[src/rtl/sap_ctrl_pkg.sv]
// Shared definitions for the SAP microsequencer: control-word bit indices,
// opcode encodings and a one-hot helper used to compose micro-steps.
package sap_ctrl_pkg;

  localparam int CTRL_W_DEFAULT = 16;
  localparam int FETCH_STEPS    = 3;

  localparam int SIG_ADDER_EN  = 0;
  localparam int SIG_ADDER_SUB = 1;
  localparam int SIG_B_LOAD    = 2;
  localparam int SIG_A_EN      = 3;
  localparam int SIG_A_LOAD    = 4;
  localparam int SIG_IR_EN     = 5;
  localparam int SIG_IR_LOAD   = 6;
  localparam int SIG_MEM_EN    = 7;
  localparam int SIG_MEM_LOAD  = 8;
  localparam int SIG_PC_EN     = 9;
  localparam int SIG_PC_INC    = 10;
  localparam int SIG_HLT       = 11;
  localparam int SIG_OUT_LOAD  = 12;
  localparam int SIG_PC_LOAD   = 13;

  localparam logic [3:0] OP_LDA = 4'b0000;
  localparam logic [3:0] OP_ADD = 4'b0001;
  localparam logic [3:0] OP_SUB = 4'b0010;
  localparam logic [3:0] OP_JMP = 4'b0100;
  localparam logic [3:0] OP_OUT = 4'b1110;
  localparam logic [3:0] OP_HLT = 4'b1111;

  function automatic logic [CTRL_W_DEFAULT-1:0] sig(input int idx);
    sig = 16'h0001 << idx;
  endfunction

endpackage

[src/rtl/sap_microcode_rom.sv]
// Combinational microcode: maps (stage, opcode) to the raw control word and
// a flag marking the instruction's final live step.
module sap_microcode_rom
  import sap_ctrl_pkg::*;
#(
  parameter int OP_W       = 4,
  parameter int CTRL_W     = 16,
  parameter int MAX_STAGES = 6,
  parameter int STAGE_W    = 3
) (
  input  logic [STAGE_W-1:0] stage,
  input  logic [OP_W-1:0]    opcode,
  output logic [CTRL_W-1:0]  ctrl_raw,
  output logic               last
);

  logic [CTRL_W_DEFAULT-1:0] word;
  logic                      dec_last;

  // Fetch steps are opcode-independent; execute steps decode the live opcode.
  always_comb begin
    word     = '0;
    dec_last = 1'b0;
    if (stage < STAGE_W'(FETCH_STEPS)) begin
      case (stage)
        STAGE_W'(0): word = sig(SIG_PC_EN) | sig(SIG_MEM_LOAD);
        STAGE_W'(1): word = sig(SIG_PC_INC);
        STAGE_W'(2): word = sig(SIG_MEM_EN) | sig(SIG_IR_LOAD);
        default:     word = '0;
      endcase
    end else begin
      case (opcode)
        OP_W'(OP_LDA): begin
          case (stage)
            STAGE_W'(3): word = sig(SIG_IR_EN) | sig(SIG_MEM_LOAD);
            STAGE_W'(4): begin
              word     = sig(SIG_MEM_EN) | sig(SIG_A_LOAD);
              dec_last = 1'b1;
            end
            default: dec_last = 1'b1;
          endcase
        end
        OP_W'(OP_ADD), OP_W'(OP_SUB): begin
          case (stage)
            STAGE_W'(3): word = sig(SIG_IR_EN) | sig(SIG_MEM_LOAD);
            STAGE_W'(4): word = sig(SIG_MEM_EN) | sig(SIG_B_LOAD);
            STAGE_W'(5): begin
              word     = sig(SIG_ADDER_EN) | sig(SIG_A_LOAD)
                       | ((opcode == OP_W'(OP_SUB)) ? sig(SIG_ADDER_SUB) : 16'h0000);
              dec_last = 1'b1;
            end
            default: dec_last = 1'b1;
          endcase
        end
        OP_W'(OP_JMP): begin
          word     = (stage == STAGE_W'(3)) ? (sig(SIG_IR_EN) | sig(SIG_PC_LOAD)) : 16'h0000;
          dec_last = 1'b1;
        end
        OP_W'(OP_OUT): begin
          word     = (stage == STAGE_W'(3)) ? (sig(SIG_A_EN) | sig(SIG_OUT_LOAD)) : 16'h0000;
          dec_last = 1'b1;
        end
        OP_W'(OP_HLT): begin
          word     = (stage == STAGE_W'(3)) ? sig(SIG_HLT) : 16'h0000;
          dec_last = 1'b1;
        end
        default: begin
          word     = '0;
          dec_last = 1'b1;
        end
      endcase
    end
  end

  // The final stage always terminates the instruction so the counter cannot run away.
  assign last     = dec_last | (stage >= STAGE_W'(MAX_STAGES - 1));
  assign ctrl_raw = CTRL_W'(word);

endmodule

[src/rtl/sap_microsequencer.sv]
// SAP microsequencer top: T-state counter, sticky halt, advance qualification
// for free-run / single-step clocking, and gated control-word output.
module sap_microsequencer
  import sap_ctrl_pkg::*;
#(
  parameter int OP_W       = 4,
  parameter int CTRL_W     = 16,
  parameter int MAX_STAGES = 6,
  parameter int STAGE_W    = 3
) (
  input  logic               clk,
  input  logic               rst,
  input  logic [OP_W-1:0]    opcode,
  input  logic               run,
  input  logic               step,
  output logic [CTRL_W-1:0]  ctrl,
  output logic [STAGE_W-1:0] stage,
  output logic               instr_done,
  output logic               halted
);

  logic [CTRL_W-1:0] ctrl_raw;
  logic              last;
  logic              adv;

  sap_microcode_rom #(
    .OP_W       (OP_W),
    .CTRL_W     (CTRL_W),
    .MAX_STAGES (MAX_STAGES),
    .STAGE_W    (STAGE_W)
  ) u_rom (
    .stage    (stage),
    .opcode   (opcode),
    .ctrl_raw (ctrl_raw),
    .last     (last)
  );

  assign adv        = ~halted & (run | step);
  assign instr_done = adv & last;

  // Stage counter and halt latch; only an advancing cycle moves either.
  always_ff @(posedge clk) begin
    if (rst) begin
      stage  <= '0;
      halted <= 1'b0;
    end else if (adv) begin
      stage  <= last ? '0 : stage + STAGE_W'(1);
      halted <= ctrl_raw[SIG_HLT];
    end
  end

  // While halted only HLT is asserted; otherwise the word passes only on advance.
  always_comb begin
    ctrl = '0;
    if (halted) begin
      ctrl[SIG_HLT] = 1'b1;
    end else if (adv) begin
      ctrl = ctrl_raw;
    end else begin
      ctrl = '0;
    end
  end

endmodule
[config.mk]
export PLATFORM = sky130hd
export DESIGN_NAME = sap_microsequencer
export DESIGN_NICKNAME = d
export VERILOG_FILES = /design/src/rtl/sap_ctrl_pkg.sv /design/src/rtl/sap_microcode_rom.sv /design/src/rtl/sap_microsequencer.sv
export SDC_FILE = /design/constraint.sdc
export NUM_CORES = 1
export LEC_CHECK = 0
export CORE_AREA = 2 2 39 41
export CTS_CLUSTER_SIZE = 30
export DETAILED_ROUTE_END_ITERATION = 8
export DIE_AREA = 0 0 41 43
export DONT_BUFFER_PORTS = 1
export PLACE_DENSITY = 0.57
export RECOVER_POWER = 50
export SLEW_MARGIN = 20
export SYNTH_ARGS = -nofsm -noshare
export SYNTH_HDL_FRONTEND = slang
export SYNTH_SLANG_ARGS = --single-unit
[constraint.sdc]
create_clock -name clk -period 3.9 [get_ports clk]
set_clock_uncertainty 0.05 [all_clocks]
set_input_delay 0.78 -clock clk [delete_from_list [all_inputs] [get_ports clk]]
set_output_delay 0.78 -clock clk [all_outputs]
set_load 0.005 [all_outputs]
; ---- After elaboration in Yosys (flattened, before gate mapping)
; Index checks and enable logic that the tools add are counted.
[word_totals]
input_bits = 8
ff_bits = 4
wordCells = 42
output_inout_bits = 21
[classes]
n_reduce_logical = 4
mux = 18
n_addsub = 1
eq_ne = 10
bitwise = 5
magnitude_cmp = 2
[ops]
columns = operator, n
row1 = 16-bit case mux with 5 select lines, 1
row2 = 16-bit case mux with 3 select lines, 1
row3 = 11-bit case mux with 3 select lines, 1
row4 = 16-bit 2-to-1 mux, 2
row5 = 9-bit case mux with 2 select lines, 1
row6 = 14-bit 2-to-1 mux, 1
row7 = 13-bit 2-to-1 mux, 1
row8 = 12-bit 2-to-1 mux, 1
row9 = 11-bit 2-to-1 mux, 1
row10 = "4-bit == test, second input constant", 2
row11 = "3-bit by 2-bit == test with 1-bit output, second input constant", 2
row12 = "3-bit == test, second input constant", 2
row13 = "4-bit by 1-bit == test with 1-bit output, second input constant", 1
row14 = "4-bit by 2-bit == test with 1-bit output, second input constant", 1
row15 = "4-bit by 3-bit == test with 1-bit output, second input constant", 1
row16 = 4-bit zero test, 1
row17 = 1-bit 2-to-1 mux, 4
row18 = 4-bit 2-to-1 mux, 1
row19 = 2-bit OR reduction, 2
row20 = "3-bit by 1-bit adder with 3-bit output, second input constant", 1
row21 = "3-bit by 1-bit == test with 1-bit output, second input constant", 1
row22 = "3-bit >= comparator, second input constant", 1
row23 = 3-bit zero test, 1
row24 = "3-bit by 2-bit less-than comparator with 1-bit output, second input constant", 1
row25 = other kinds (6), 8

; ---- Logic depth before layout (Yosys ltp)
; Gate-level depths: netlist (run 1).
[depth]
depth_word = 7
mapped_depth = 6
depth_no_buf = 5

; ---- By module
; From an unflattened synthesis (run 1), not the netlist that was laid out.
[unflattened]
cells_unflattened = 76
hier_area_um2 = 543.0
[by_module_without_submodules]
columns = mod, seq_area_each_um2, area_each_um2, cells_per_inst, instances
row1 = sap_microsequencer, 80.1, 299.0, 37, 1
row2 = sap_microcode_rom, 0.0, 244.0, 39, 1

; ---- Worst setup path after synthesis (run 1)
; Ideal clock, no wire load.
[synth_timing]
kind = input -> output
startpoint = in opcode[1]
endpoint = out ctrl[12]
setup_slack_ps = 1291
t_arrival_ps = 1779
path_buffers = 2
path_stages = 4
required_time_ps = 3070
path_cell_list = buf_2 -> or3b_2 -> nor3_1 -> buf_4
[synth_via]
elab_chain_cells = 6
word_cells_on_any_way = 11
[synth_lines]
columns = element, line
row1 = start: declaration, sap_microsequencer.sv:13  ; input logic [OP_W-1:0] opcode,
row2 = 4-bit by 1-bit == test with 1-bit output / 4-bit by 2-bit == test with 1-bit output (equally long branches), sap_microcode_rom.sv:32  ; case (opcode)
row3 = 2-bit OR reduction, sap_microcode_rom.sv:32
row4 = 16-bit case mux with 5 select lines (*), sap_microcode_rom.sv:32
row5 = 16-bit 2-to-1 mux (*), sap_microcode_rom.sv:24  ; if (stage < STAGE_W'(FETCH_STEPS)) begin
row6 = 16-bit 2-to-1 mux (*), sap_microsequencer.sv:57  ; end else if (adv) begin
row7 = 4-bit 2-to-1 mux (*), sap_microsequencer.sv:55  ; if (halted) begin
row8 = end: declaration, sap_microsequencer.sv:16  ; output logic [CTRL_W-1:0] ctrl,
; Mark *: on every way between the ends. The rest lies on a longest branch, timed or not.

; ---- Worst setup path in the final report (run 1)
[layout_timing]
startpoint = reg stage[0]
endpoint = out instr_done
[layout_via]
elab_chain_cells = 7
word_cells_on_any_way = 11
[layout_lines]
columns = element, line
row1 = start: declaration, sap_microsequencer.sv:17  ; output logic [STAGE_W-1:0] stage,
row2 = start signal: assignment, sap_microsequencer.sv:47  ; stage <= last ? '0 : stage + STAGE_W'(1);
row3 = 3-bit == test / 3-bit by 2-bit == test with 1-bit output (equally long branches), "sap_microcode_rom.sv:44, sap_microcode_rom.sv:34"
row4 = 2-bit OR reduction (no line), n/a
row5 = 1-bit 2-to-1 mux, sap_microcode_rom.sv:44  ; case (stage)
row6 = 1-bit case mux with 2 select lines, sap_microcode_rom.sv:32
row7 = 1-bit 2-to-1 mux, sap_microcode_rom.sv:24
row8 = 1-bit bitwise OR (*), sap_microcode_rom.sv:76  ; assign last = dec_last | (stage >= STAGE_W'(MAX_STAGES - 1));
row9 = 1-bit AND (*), sap_microsequencer.sv:39  ; assign instr_done = adv & last;
row10 = end: declaration, sap_microsequencer.sv:18  ; output logic instr_done,
; Marks and branches as above.

==> summary.txt, run 1 <==
Floorplanning
  • DIE WIDTH: 41 µm
  • Die H: 43 µm
  • Num ports: 29
  • Num rows: 14
  • Core footprint: 0.00138 mm²
  • Starting Density: 38.6%
  • Die area: 0.00176 mm²

Cells and area
  • Antenna cells: 0
  • Layout fillers: 155
  • Final non-filler cell total: 82
  • Total Nets Final: 81
  • Layout area overhead: -0.234%
  • Layout cells sized above 1: 15.2%

Global route
  • Antenna violations before repair: 0
  • First-pass GRT wire length: 1990 µm
  • Number of global-route vias before repair: 454
  • Grt total ovfl: 0
  • Largest net degree at the start of global routing: 11
  • Total track usage: 16.8%

Clocking
  • CTS Buf Count: 3
  • Cts hold-fix bufs: 0
  • Post-cts gate resize count: 0
  • CTS H-tree depth: 1
  • Clock latency at the later pin of the worst-skew pair: 0.24 ns
  • Clock transition at the registers of the reported paths: 0.04 ns
  • CTS max path bufs: 2
  • Root Buffer: clkbuf_4
  • Clk sinks: 4
  • CTS tree: done
  • Post-CTS Setup Inserts: 0

STA
  • Final period util: 67.2%
  • Normalized max-slew margin: 63.7%
  • RSZ-0062 raised after global routing: no
  • Fmax: 0.381 GHz
  • Final Hold Violating Endpoints: 0
  • Final setup TNS: 0 ns
  • Minimum clock period after layout: 2.62 ns
  • Slew @ Worst Pin: 0.538 ns
  • Slew Limit Fails: 0
  • Hold Slack: 0.496 ns
  • Final Worst Setup Slack: 1.28 ns
  • Setup violations, final: 0

Worst setup path
  • CP max stage delay: 0.50 ns
  • CP max-delay cell: dfxtp_1
  • Crit. End Element: output pin
  • CP startpoint kind: register
  • Critical path, cell by cell: inv_1 -> ha_1 -> and4bb_2 -> a22oi_2 -> a32o_1
  • CP max FO: 8
  • Worst endpoint required time: 3.07 ns
  • Worst Setup Path Type: reg2out
  • CP Data Arrival Time: 1.79 ns

Route
  • Routed via count: 513
  • Vias per cell: 6.26
  • 1st-pass router iterations: 4
  • Post-route ant nets: 0
  • Detailed Route WL: 1250 µm
  • Wire per inst: 15.2 µm
  • Starting DRC count in detailed routing: 10
  • DRC: 0

Power and ir drop
  • Leak: 0.198 nW
  • Cell Int Power: 0.000108 W
  • Reg power frac: 33.6%
  • Maximum VDD drop: 0.169 mV
  • PwrDens: 323 mW/mm²
  • Sw Share: 37.0%
  • Power share of the combinational group: 36.3%
  • NetSw: 0.0000638 W
  • Clk pwr share: 30.1%

Job
  • # Max-Cap Violations: 0

Synthesis
  • Synth cell types: 35
  • Post-Syn Area: 534 µm²
  • Mean post-synth cell area: 7.74 µm²
  • Register area share after synthesis: 15.0%
  • Largest area contributor in the netlist: dfxtp_1
  • Mapped Cells: 69
  • #FFs+latches synth: 4
  • Synth top area cells: dfxtp_1 (15%), ha_1 (12%), nor2_1 (4.9%), and3_1 (4.7%), a211oi_1 (4.2%)
  • Yosys top cell area share: 15.0%
  • Yosys warns: 0

Place
  • Worst slack, placed: 1.32 ns
  • HPWL Detailed: 970 µm
  • Placed Cells incl. Taps: 79
  • Buffers added on ports: 0
  • Gpl congestion: 0.781

Min path
  • Hold Path Class: reg2reg

Status
  • Status: finished clean
==> layer usage <==
| metal | routed length [µm] | track usage [%] | up-vias |
|---|---|---|---|
| li1 | - | - | 248 |
| met1 | 507 | 20.4 | 239 |
| met2 | 587 | 22.2 | 24 |
| met3 | 140 | 12.6 | 2 |
| met4 | 11 | 6.00 | 0 |
| met5 | 0 | 0 | - |
==> synth_stat cells <==
library cell,n
and4bb_2,1
nand4_1,2
or3_1,1
buf_2,1
a211oi_2,1
conb_1,1
a21oi_1,2
nand3_1,2
a31o_1,1
dfxtp_1,4
inv_1,3
buf_4,3
o21ba_1,1
nor2_1,7
o31ai_1,1
ha_1,5
mux2i_1,1
and3_1,4
a31o_2,2
clkbuf_2,1
o311ai_0,1
mux2_1,1
a32o_1,1
clkbuf_1,1
nand2b_1,1
nand2_1,5
xnor2_1,1
xor2_1,1
a22oi_2,1
buf_6,1
a211oi_1,3
or3b_2,1
a21o_2,1
nor3_1,4
o21bai_1,2
==> registers in the layout (all words and copies together), names as in the netlist <==
register,cells
stage,3
halted,1
==> cell type report <==
class | instances | area (µm²) | share of cell area (%)
inverters | 3 | 11.3 | 2.11
clock buffers | 3 | 22.5 | 4.23
flip-flops and latches | 4 | 80.1 | 15.0
multi-input cells | 56 | 399 | 74.9
well taps | 16 | 20.0 | 3.76
==> worst max-delay path: cells and delay by family, from the launching register on <==
family                   cells  cell delay, ns
AO/OA/AOI/OAI                2            0.43
AND/OR/NAND/NOR              1            0.27
buffers and inverters        1            0.11
flip-flops                   1            0.50
adder cells (fa/ha/maj)      1            0.24
==> power by group through the flow <==
stage          Sequential, W  Clock (W)  Combinational [W]
2_1_floorplan      0.0000543          0          0.0000567
3_3_place_gp       0.0000587          0          0.0000616
3_5_place_dp       0.0000585          0          0.0000621
6_report           0.0000579  0.0000519          0.0000625
4_1_cts            0.0000579  0.0000535          0.0000628
5_1_grt            0.0000597  0.0000603          0.0000702
==> through the flow <==
step	util [%]	power [W]	cell area, µm²
after floorplan	-	0.000111	538
after global placement	36.9	0.000120	510
after detailed placement	36.9	0.000121	510
after CTS	38.5	0.000174	533
after global routing	38.5	0.000190	533
final	38.5	0.000172	533
==> logic make-up after synthesis <==
logic type	Yosys count	synth area share, %
and+or+nand+nor	28	27.4
AOI/OAI and AO/OA	17	26.9
buffers and inverters	10	11.0
adders and majority gates	5	11.7
DFF	4	15.0
xor gates and xnor gates	2	3.28
muxes	2	3.98
other	1	0.702
==> path summary, 6_finish.rpt <==
path | start | end | slack, ns | depth (start not counted)
setup / recovery | stage[0] | instr_done | 1.28 | 5
setup reg to reg | stage[1] | stage[0] | 2.13 | 5
hold / removal | halted | halted | 0.50 | 2
hold reg to reg | halted | halted | 0.50 | 2
==> cell usage in the layout (no fill, tap or decap), types with 3 or more instances in the layout <==
cell	Yosys	final
dfxtp_1	4	4
ha_1	5	5
nor2_1	7	7
inv_1	3	3
clkbuf_4	0	3
nor3_1	4	4
a211oi_1	3	3
nand2_1	5	5
and3_1	4	4
Power figures use the tool's default switching activity.
==> run 2: changes to the inputs <==
PLACE_DENSITY = 0.59   (was 0.57)
clock period = 2.4 ns   (was 3.9 ns; I/O delays follow)
==> run 2 against run 1 <==
Flip-flop and latch count unchanged. Clock power increased by 61%. Final cell count unchanged. Worst setup slack got worse by 1.1 ns. Wire length increased by 2.1%. Critical path type unchanged. Largest power group unchanged.
==> summary.txt, run 2 (synthesis gave the netlist of run 1 again) <==
Worst setup path
  • CP max FO: 8 (unchanged)
  • CP startpoint kind: register
  • CP Data Arrival Time: 1.71 ns (-0.08 ns)
  • CP max-delay cell: dfxtp_1
  • CP max stage delay: 0.48 ns (-0.02 ns)
  • Crit. End Element: output pin
  • Most frequent CP cell: ha_1
  • R2R depth: 5 (unchanged)
  • Crit-path leading delay family: simple AND/OR/NAND/NOR gates
  • Worst endpoint required time: 1.87 ns (-1.20 ns)
  • Crit path depth: 4 (-1)
  • Worst Setup Path Type: reg2out
  • Critical path, cell by cell: ha_1 -> ha_1 -> nand3_1 -> nor3_1
  • Critical path buffers and inverters: 0 (-1)

STA
  • Final period util: 93.2%
  • Minimum clock period after layout: 2.24 ns
  • Final setup TNS: 0 ns (unchanged)
  • Setup violations, final: 0 (unchanged)
  • Hold Slack: 0.298 ns (-0.198 ns)
  • Slew Limit Fails: 0 (unchanged)
  • Final Worst Setup Slack: 0.163 ns (-1.12 ns)
  • RSZ-0062 raised after global routing: no
  • Fmax: 0.447 GHz
  • Final Hold Violating Endpoints: 0 (unchanged)

Place
  • Buffers added on ports: 0 (unchanged)
  • Placement Cell Area: 510 µm² (unchanged)
  • HPWL Detailed: 971 µm (+0.10%)
  • Worst slack, placed: 0.390 ns (-0.928 ns)
  • Gpl congestion: 0.811 (+3.9%)

Clocking
  • Clock transition at the registers of the reported paths: 0.04 ns (about the same)
  • CTS H-tree depth: 1 (unchanged)
  • Post-cts gate resize count: 0 (unchanged)
  • Cts hold-fix bufs: 0 (unchanged)
  • Clk sinks: 4 (unchanged)
  • Post-CTS Setup Inserts: 0 (unchanged)
  • Root Buffer: clkbuf_4
  • CTS Buf Count: 3 (unchanged)
  • CTS tree: done
  • Clock latency at the later pin of the worst-skew pair: 0.23 ns (about the same)
  • CTS max path bufs: 2 (unchanged)

Floorplanning
  • Num ports: 29 (unchanged)
  • DIE WIDTH: 41 µm (unchanged)
  • Num rows: 14 (unchanged)
  • Die area: 0.00176 mm² (unchanged)
  • Core footprint: 0.00138 mm² (unchanged)
  • Starting Density: 38.6% (unchanged)
  • Die H: 43 µm (unchanged)

Route
  • DRC: 0 (unchanged)
  • Wire per inst: 15.5 µm (+2.1%)
  • Post-route ant nets: 0 (unchanged)
  • Routed via count: 508 (-0.97%)
  • Vias per cell: 6.20 (-0.97%)
  • Starting DRC count in detailed routing: 6 (-4)
  • 1st-pass router iterations: 4 (unchanged)
  • Detailed Route WL: 1270 µm (+2.1%)

Global route
  • First-pass GRT wire length: 1990 µm (unchanged)
  • Antenna violations before repair: 0 (unchanged)
  • Number of global-route vias before repair: 464 (+2.2%)
  • Largest net degree at the start of global routing: 11 (unchanged)
  • Grt total ovfl: 0 (unchanged)
  • Total track usage: 16.0% (-0.87 points)

Cells and area
  • Largest register FFs: 3 (unchanged)
  • Fin area: 533 µm² (unchanged)
  • Largest regs: stage: 3 flops, halted: 1 flops
  • Layout cells sized above 1: 15.2% (unchanged)
  • Area of the multi-input gates: 399 µm² (unchanged)
  • Layout fillers: 147 (-5.2%)
  • Commonest cells after routing, fill and taps aside: nor2_1 (7), nand2_1 (5), ha_1 (5)
  • Most flop-heavy register: stage
  • Total Nets Final: 81 (unchanged)
  • Most common cell after layout, fill and taps aside: nor2_1
  • Antenna cells: 0 (unchanged)
  • Layout area overhead: -0.234% (unchanged)
  • Reg area: 80.1 µm² (unchanged)

Power and ir drop
  • Leak: 0.198 nW (unchanged)
  • Maximum VDD drop: 0.319 mV (+89%)
  • PwrDens: 522 mW/mm² (+61%)

Job
  • # Max-Cap Violations: 0 (unchanged)

Min path
  • Worst Hold Path Cells: 1 (-1)
  • Hold Path Class: in2reg

Status
  • Status: finished clean
run 2: cell counts in the layout (fill, tap and decap cells not counted):
No cell type changed its count.
run 2: area by class of cell:
type,count,area share (%)
multi-input cells,56,74.9
flip-flops and latches,4,15.0
clock buffers,3,4.23
well taps,16,3.76
inverters,3,2.11
run 2: final timing paths:
kind / slack [ns] / end / start
min reg2reg: 0.48 / halted / halted
max reg2reg: 0.60 / stage[0] / stage[1]
min: 0.30 / halted / rst
max: 0.16 / ctrl[12] / stage[1]
run 2: layer usage:
metal  global-route usage [%]  part of all wire (%)  vias to the layer above
met5                        0                     0                        -
met4                     6.00                   1.3                        0
met3                     6.28                    11                        4
met2                     21.3                    44                       24
met1                     22.5                    44                      236
li1                         -                     -                      244
run 2: power breakdown:
part	internal [W]	leakage (nW)	switching (W)	total, W
clock	0.0000559	0.0138	0.0000275	0.0000834
combinational	0.0000448	0.152	0.0000560	0.000101
sequential	0.0000749	0.0327	0.0000192	0.0000941
total	0.000176	0.198	0.000103	0.000278
run 2: per-stage QoR:
stage | instances | util [%] | total power, W
floorplan | 70 | - | 0.000180
global placement | 79 | 36.9 | 0.000196
detailed placement | 79 | 36.9 | 0.000194
CTS | 82 | 38.5 | 0.000279
global route | 82 | 38.5 | 0.000302
finish | 82 | 38.5 | 0.000278
==> run 3: changes to the inputs <==
ABC_CLOCK_PERIOD_IN_PS = 2400   (was default)
==> results of run 3 <==
Same layout as run 2: the final DEF is identical, and so are final timing and power.
